**config.mk**
```make
export PLATFORM = sky130hd
export DESIGN_NAME = countdown
export DESIGN_NICKNAME = d
export VERILOG_FILES = /design/src/rtl/countdown_pkg.sv /design/src/rtl/countdown_seg7_decoder.sv /design/src/rtl/countdown.sv
export SDC_FILE = /design/constraint.sdc
export NUM_CORES = 1
export LEC_CHECK = 0
export CAP_MARGIN = 10
export CELL_PAD_IN_SITES_DETAIL_PLACEMENT = 2
export CELL_PAD_IN_SITES_GLOBAL_PLACEMENT = 2
export CORE_MARGIN = 4
export CORE_UTILIZATION = 30
export DETAILED_ROUTE_END_ITERATION = 16
export PLACE_DENSITY = 0.79
export SYNTH_ARGS = -nofsm -noshare
export SYNTH_HDL_FRONTEND = slang
export SYNTH_SLANG_ARGS = --single-unit
```
**constraint.sdc**
```tcl
create_clock -name clock -period 2.45 [get_ports clock]
set_input_delay 0.3675 -clock clock [delete_from_list [all_inputs] [get_ports clock]]
set_output_delay 0.3675 -clock clock [all_outputs]
set_load 0.05 [all_outputs]
```
**src/rtl/countdown_pkg.sv**
```systemverilog
// Shared segment patterns and BCD-to-7-segment decode for the countdown timer.
// Patterns are active-low with bit order {g,f,e,d,c,b,a}.
`timescale 1ns/1ps
package countdown_pkg;

    localparam logic [6:0] SEG_0     = 7'b1000000;
    localparam logic [6:0] SEG_1     = 7'b1111001;
    localparam logic [6:0] SEG_2     = 7'b0100100;
    localparam logic [6:0] SEG_3     = 7'b0110000;
    localparam logic [6:0] SEG_4     = 7'b0011001;
    localparam logic [6:0] SEG_5     = 7'b0010010;
    localparam logic [6:0] SEG_6     = 7'b0000010;
    localparam logic [6:0] SEG_7     = 7'b1111000;
    localparam logic [6:0] SEG_8     = 7'b0000000;
    localparam logic [6:0] SEG_9     = 7'b0010000;
    localparam logic [6:0] SEG_BLANK = 7'b1111111;

    function automatic logic [6:0] seg_decode(input logic [3:0] digit);
        logic [6:0] seg;
        seg = SEG_BLANK;
        case (digit)
            4'd0:    seg = SEG_0;
            4'd1:    seg = SEG_1;
            4'd2:    seg = SEG_2;
            4'd3:    seg = SEG_3;
            4'd4:    seg = SEG_4;
            4'd5:    seg = SEG_5;
            4'd6:    seg = SEG_6;
            4'd7:    seg = SEG_7;
            4'd8:    seg = SEG_8;
            4'd9:    seg = SEG_9;
            default: seg = SEG_BLANK;
        endcase
        return seg;
    endfunction

endpackage

```
**src/rtl/countdown_seg7_decoder.sv**
```systemverilog
// Combinational BCD digit to active-low 7-segment pattern; codes above 9 blank the digit.
`timescale 1ns/1ps
module seg7_decoder
    import countdown_pkg::*;
(
    input  logic [3:0] digit,
    output logic [6:0] seg
);

    always_comb begin
        seg = seg_decode(digit);
    end

endmodule

```
**src/rtl/countdown.sv**
```systemverilog
// Two-digit BCD countdown timer: prescaled tick, sticky 00 terminal state with beep flag,
// and two 7-segment digit outputs.
`timescale 1ns/1ps
module countdown
    import countdown_pkg::*;
#(
    parameter int unsigned CLK_DIV    = 25_000_000,
    parameter int unsigned START_TENS = 5,
    parameter int unsigned START_ONES = 9
) (
    input  logic       clock,
    input  logic       reset,
    output logic [6:0] bs1,
    output logic [6:0] bs0,
    output logic       beep
);

    localparam int unsigned PW = (CLK_DIV > 1) ? $clog2(CLK_DIV) : 1;
    localparam logic [PW-1:0] PRESC_MAX = PW'(CLK_DIV - 1);
    localparam logic [3:0] START_T = 4'(START_TENS);
    localparam logic [3:0] START_O = 4'(START_ONES);

    logic [PW-1:0] presc_q, presc_d;
    logic [3:0]    tens_q, tens_d;
    logic [3:0]    ones_q, ones_d;
    logic          beep_q, beep_d;
    logic          tick;
    logic          at_zero;
    logic          at_one;

    always_ff @(posedge clock or negedge reset) begin
        if (!reset) begin
            presc_q <= '0;
            tens_q  <= START_T;
            ones_q  <= START_O;
            beep_q  <= 1'b0;
        end else begin
            presc_q <= presc_d;
            tens_q  <= tens_d;
            ones_q  <= ones_d;
            beep_q  <= beep_d;
        end
    end

    always_comb begin
        tick    = (presc_q == PRESC_MAX);
        presc_d = tick ? '0 : presc_q + 1'b1;
    end

    always_comb begin
        at_zero = (tens_q == 4'd0) && (ones_q == 4'd0);
        at_one  = (tens_q == 4'd0) && (ones_q == 4'd1);
        tens_d  = tens_q;
        ones_d  = ones_q;
        if (tick && !at_zero) begin
            if (ones_q != 4'd0) begin
                ones_d = ones_q - 4'd1;
            end else begin
                ones_d = 4'd9;
                tens_d = tens_q - 4'd1;
            end
        end
        // Beep latches on the tick that lands on 00, or the first tick when already at 00.
        beep_d = beep_q | (tick & (at_one | at_zero));
    end

    always_comb begin
        beep = beep_q;
    end

    seg7_decoder u_tens (
        .digit (tens_q),
        .seg   (bs1)
    );

    seg7_decoder u_ones (
        .digit (ones_q),
        .seg   (bs0)
    );

endmodule

```
==> flow_summary.yaml <==
timing:
  worst_pin_slew_ps: 524
  fin_setup_tns_ps: 0
  rsz0062_at_grt: "no"
  relSlewSlack_pct: 64.7
  fin_crit_ps: 2260
  whs_ps: 482
  slew_violations: 0
  skew_ps: 10.3
  finalHoldViolations: 0
  clock.fmax_mhz: 443
  finalSetupViolations: 0
  finalCritPeriodShare_pct: 92.2
detailed_routing:
  wl_met1_um: 2240
  routed_via_density: 5.19
  dr_wl_met2_um: 2520
  dr_wl_met3_um: 127
  routed-via-count: 1644
  drt-pass1-iter-count: 4
  wl_um: 4960
  ant_nets: 0
  wl_per_cell_um: 15.6
  drc: 0
  dr.first_iter.drc_count: 31
  top_layer_used: "met4"
cells_and_area:
  final_util_pct: 37.3
  layoutNonFillerInstCount: 317
  fillerInstances: 735
  fin_nets: 254
  final_layout_size_suffix_gt1_share_pct: 16.7
  diodes: 0
  areaGrowthSynthToFinish_pct: 18.9
synth:
  netlist_instances: 216
  avgSynthCellArea_sq_um: 9.37
  synth-seq-area-share_pct: 42.3
  ys_seq_elements: 34
  syn_area_sq_um: 2020
  synth_warnings: 0
  synthArstFlopShare_pct: 100
  synth.distinct_cells: 37
  synth_edf_count: 0
  synthesis.nets: 231
  yosys_most_used_dff: "dfrtp_1"
worst_hold_path:
  min_path_type: "reg -> reg"
  worstHoldPathCells: 1
  hold_end: "beep"
  min_from: "beep"
pwr:
  power_density_nw_per_um2: 449
  p_int_uw: 868
  power.leakage_uw: 0.00110
  p_sw_uw: 213
  ir_drop_mv: 0.268
  switching_share_pct: 19.7
  p_comb_share_pct: 1.3
  power_frac_clock_pct: 46.8
  seq_power_share_pct: 51.9
setup_path:
  reg2reg_depth: 7
  reg2reg_setup_slack_ps: 310
  crit_required_ps: 2080
  endpoint_kind: "primary output"
  start_kind: "flip-flop"
  r2r-end: "tens_q[3]"
  critPathMaxFanout: 7
  crit_type: "reg -> out"
  r2r_start: "ones_q[1]"
  startpoint: "ones_q[1]"
  crit_arrival_ps: 1890
placement:
  hpwl_um: 3730
  dp_cells: 309
  port_buffers: 16
  gp_congestion: 0.732
global_routing:
  grt_max_degree: 35
  grt_antenna_before_repair: 0
  grt_overflow: 0
  grt_pass1_wl_um: 8910
  grt_pass1_vias: 1825
  grt.total_usage_pct: 13.3
outcome:
  status: "finished, final reports clean"
die:
  die-area_sq_um: 8120
  num_rows: 29
  io_pins: 17
  core_area_sq_um: 6460
  dieHeight_um: 90.1
  start_util_pct: 31.3
  dieWidth_um: 90.1
cts:
  cts_tree: "yes"
  cts-root-buf: "clkbuf_8"
  clock_path_buffers: 2
  cts_buffers: 5
  cts.sinks: 34
  htreeDepth: 2
  clk_pin_slew_worst_paths_ps: 70
  clk_latency_ps: 290
job:
  cap_violations: 0
==> power by group through the flow <==
stage / sequential [uW] / combinational (uW) / clock, uW
CTS: 561 / 14.6 / 525
finish: 561 / 13.7 / 506
global placement: 572 / 14.2 / 0
floorplan: 572 / 0.000482 / 0
detailed placement: 572 / 14.8 / 0
global route: 561 / 16.4 / 549
==> registers in the layout, summed over array words and instances (netlist names) <==
register and cells:
beep 1, ones_q 4, presc_q 25, tens_q 4
==> layout make-up <==
cell class	count	area, sq um	area share (%)
Timing Repair Buffer	24	213	8.84
Sequential cell	34	856	35.6
Inverter	9	33.8	1.40
Clock buffer	7	76.3	3.17
Clock inverter	1	30.0	1.25
Tap cell	77	96.3	4.00
Multi-Input combinational cell	165	1100	45.8
==> cells in the final DEF, fill, tap and decap left out, types with 3 or more instances in the layout <==
master / count
a21oi_1: 11
a31oi_1: 4
and3_1: 5
and4_1: 3
buf_4: 18
clkbuf_8: 5
dfrtp_1: 30
dfstp_2: 4
ha_1: 13
inv_1: 9
nand2_1: 19
nand3_1: 12
nand4_1: 8
nor2_1: 24
nor3_1: 4
o211ai_1: 4
o21ai_0: 13
or3_1: 3
xnor2_1: 7
xor2_1: 15
==> critical path: stages (launching register included) <==
cell     delay [ps]
dfrtp_1         470
inv_1           170
ha_1            230
or2_2           270
a21oi_1         210
a31oi_1          60
buf_4           200
==> metal layers <==
metal | vias up | track usage, %
met4 | 0 | 3.83
met1 | 815 | 15.9
met5 | - | 0
li1 | 798 | -
met2 | 22 | 23.8
met3 | 9 | 2.92
==> what timing repair did <==
item / in CTS / in global routing
endpoints found under the setup margin: 2 / 1
buffers inserted: 0 / 0
gates resized for setup: 2 / 1
hold buffers: 0 / 0
==> stage by stage <==
step,setup WS [ps],cell area [sq um],total power (uW)
after global placement,250,2300,586
after detailed placement,197,2300,587
final,192,2410,1080
after global routing,45.4,2410,1130
after CTS,171,2400,1100
after floorplan,82.0,2020,572
==> cells by family after synthesis <==
family | after synthesis | synth area share (%)
and+or+nand+nor | 91 | 25.5
buffers and inverters | 17 | 3.52
DFF | 34 | 42.3
muxes | 1 | 0.495
adders and majority gates | 13 | 8.04
xor gates and xnor gates | 22 | 9.52
AOI/OAI and AO/OA | 38 | 10.6
==> cell usage after synthesis (all sizes together) (4+ instances only) <==
| cell type | n | area, sq um |
|---|---|---|
| a21oi | 11 | 55.1 |
| a31oi | 4 | 25.0 |
| and3 | 5 | 31.3 |
| buf | 4 | 22.5 |
| clkbuf | 4 | 15.0 |
| dfrtp | 30 | 751 |
| dfstp | 4 | 105 |
| ha | 13 | 163 |
| inv | 9 | 33.8 |
| nand2 | 19 | 71.3 |
| nand3 | 12 | 60.1 |
| nand4 | 9 | 71.3 |
| nor2 | 24 | 90.1 |
| nor3 | 4 | 20.0 |
| nor4 | 4 | 46.3 |
| o211ai | 4 | 30.0 |
| o21ai | 16 | 83.8 |
| xnor2 | 7 | 61.3 |
| xor2 | 15 | 131 |
==> how the worst max path moves through the flow <==
stage / to / slack (ps) / depth (start not counted)
floorplan: bs0[1] / 80 / 3
global placement: tens_q[3] / 250 / 7
detailed placement: tens_q[3] / 200 / 7
CTS: tens_q[3] / 170 / 7
global route: tens_q[3] / 50 / 7
finish: bs0[3] / 190 / 6
No activity file was read; power rests on OpenSTA's default activity.
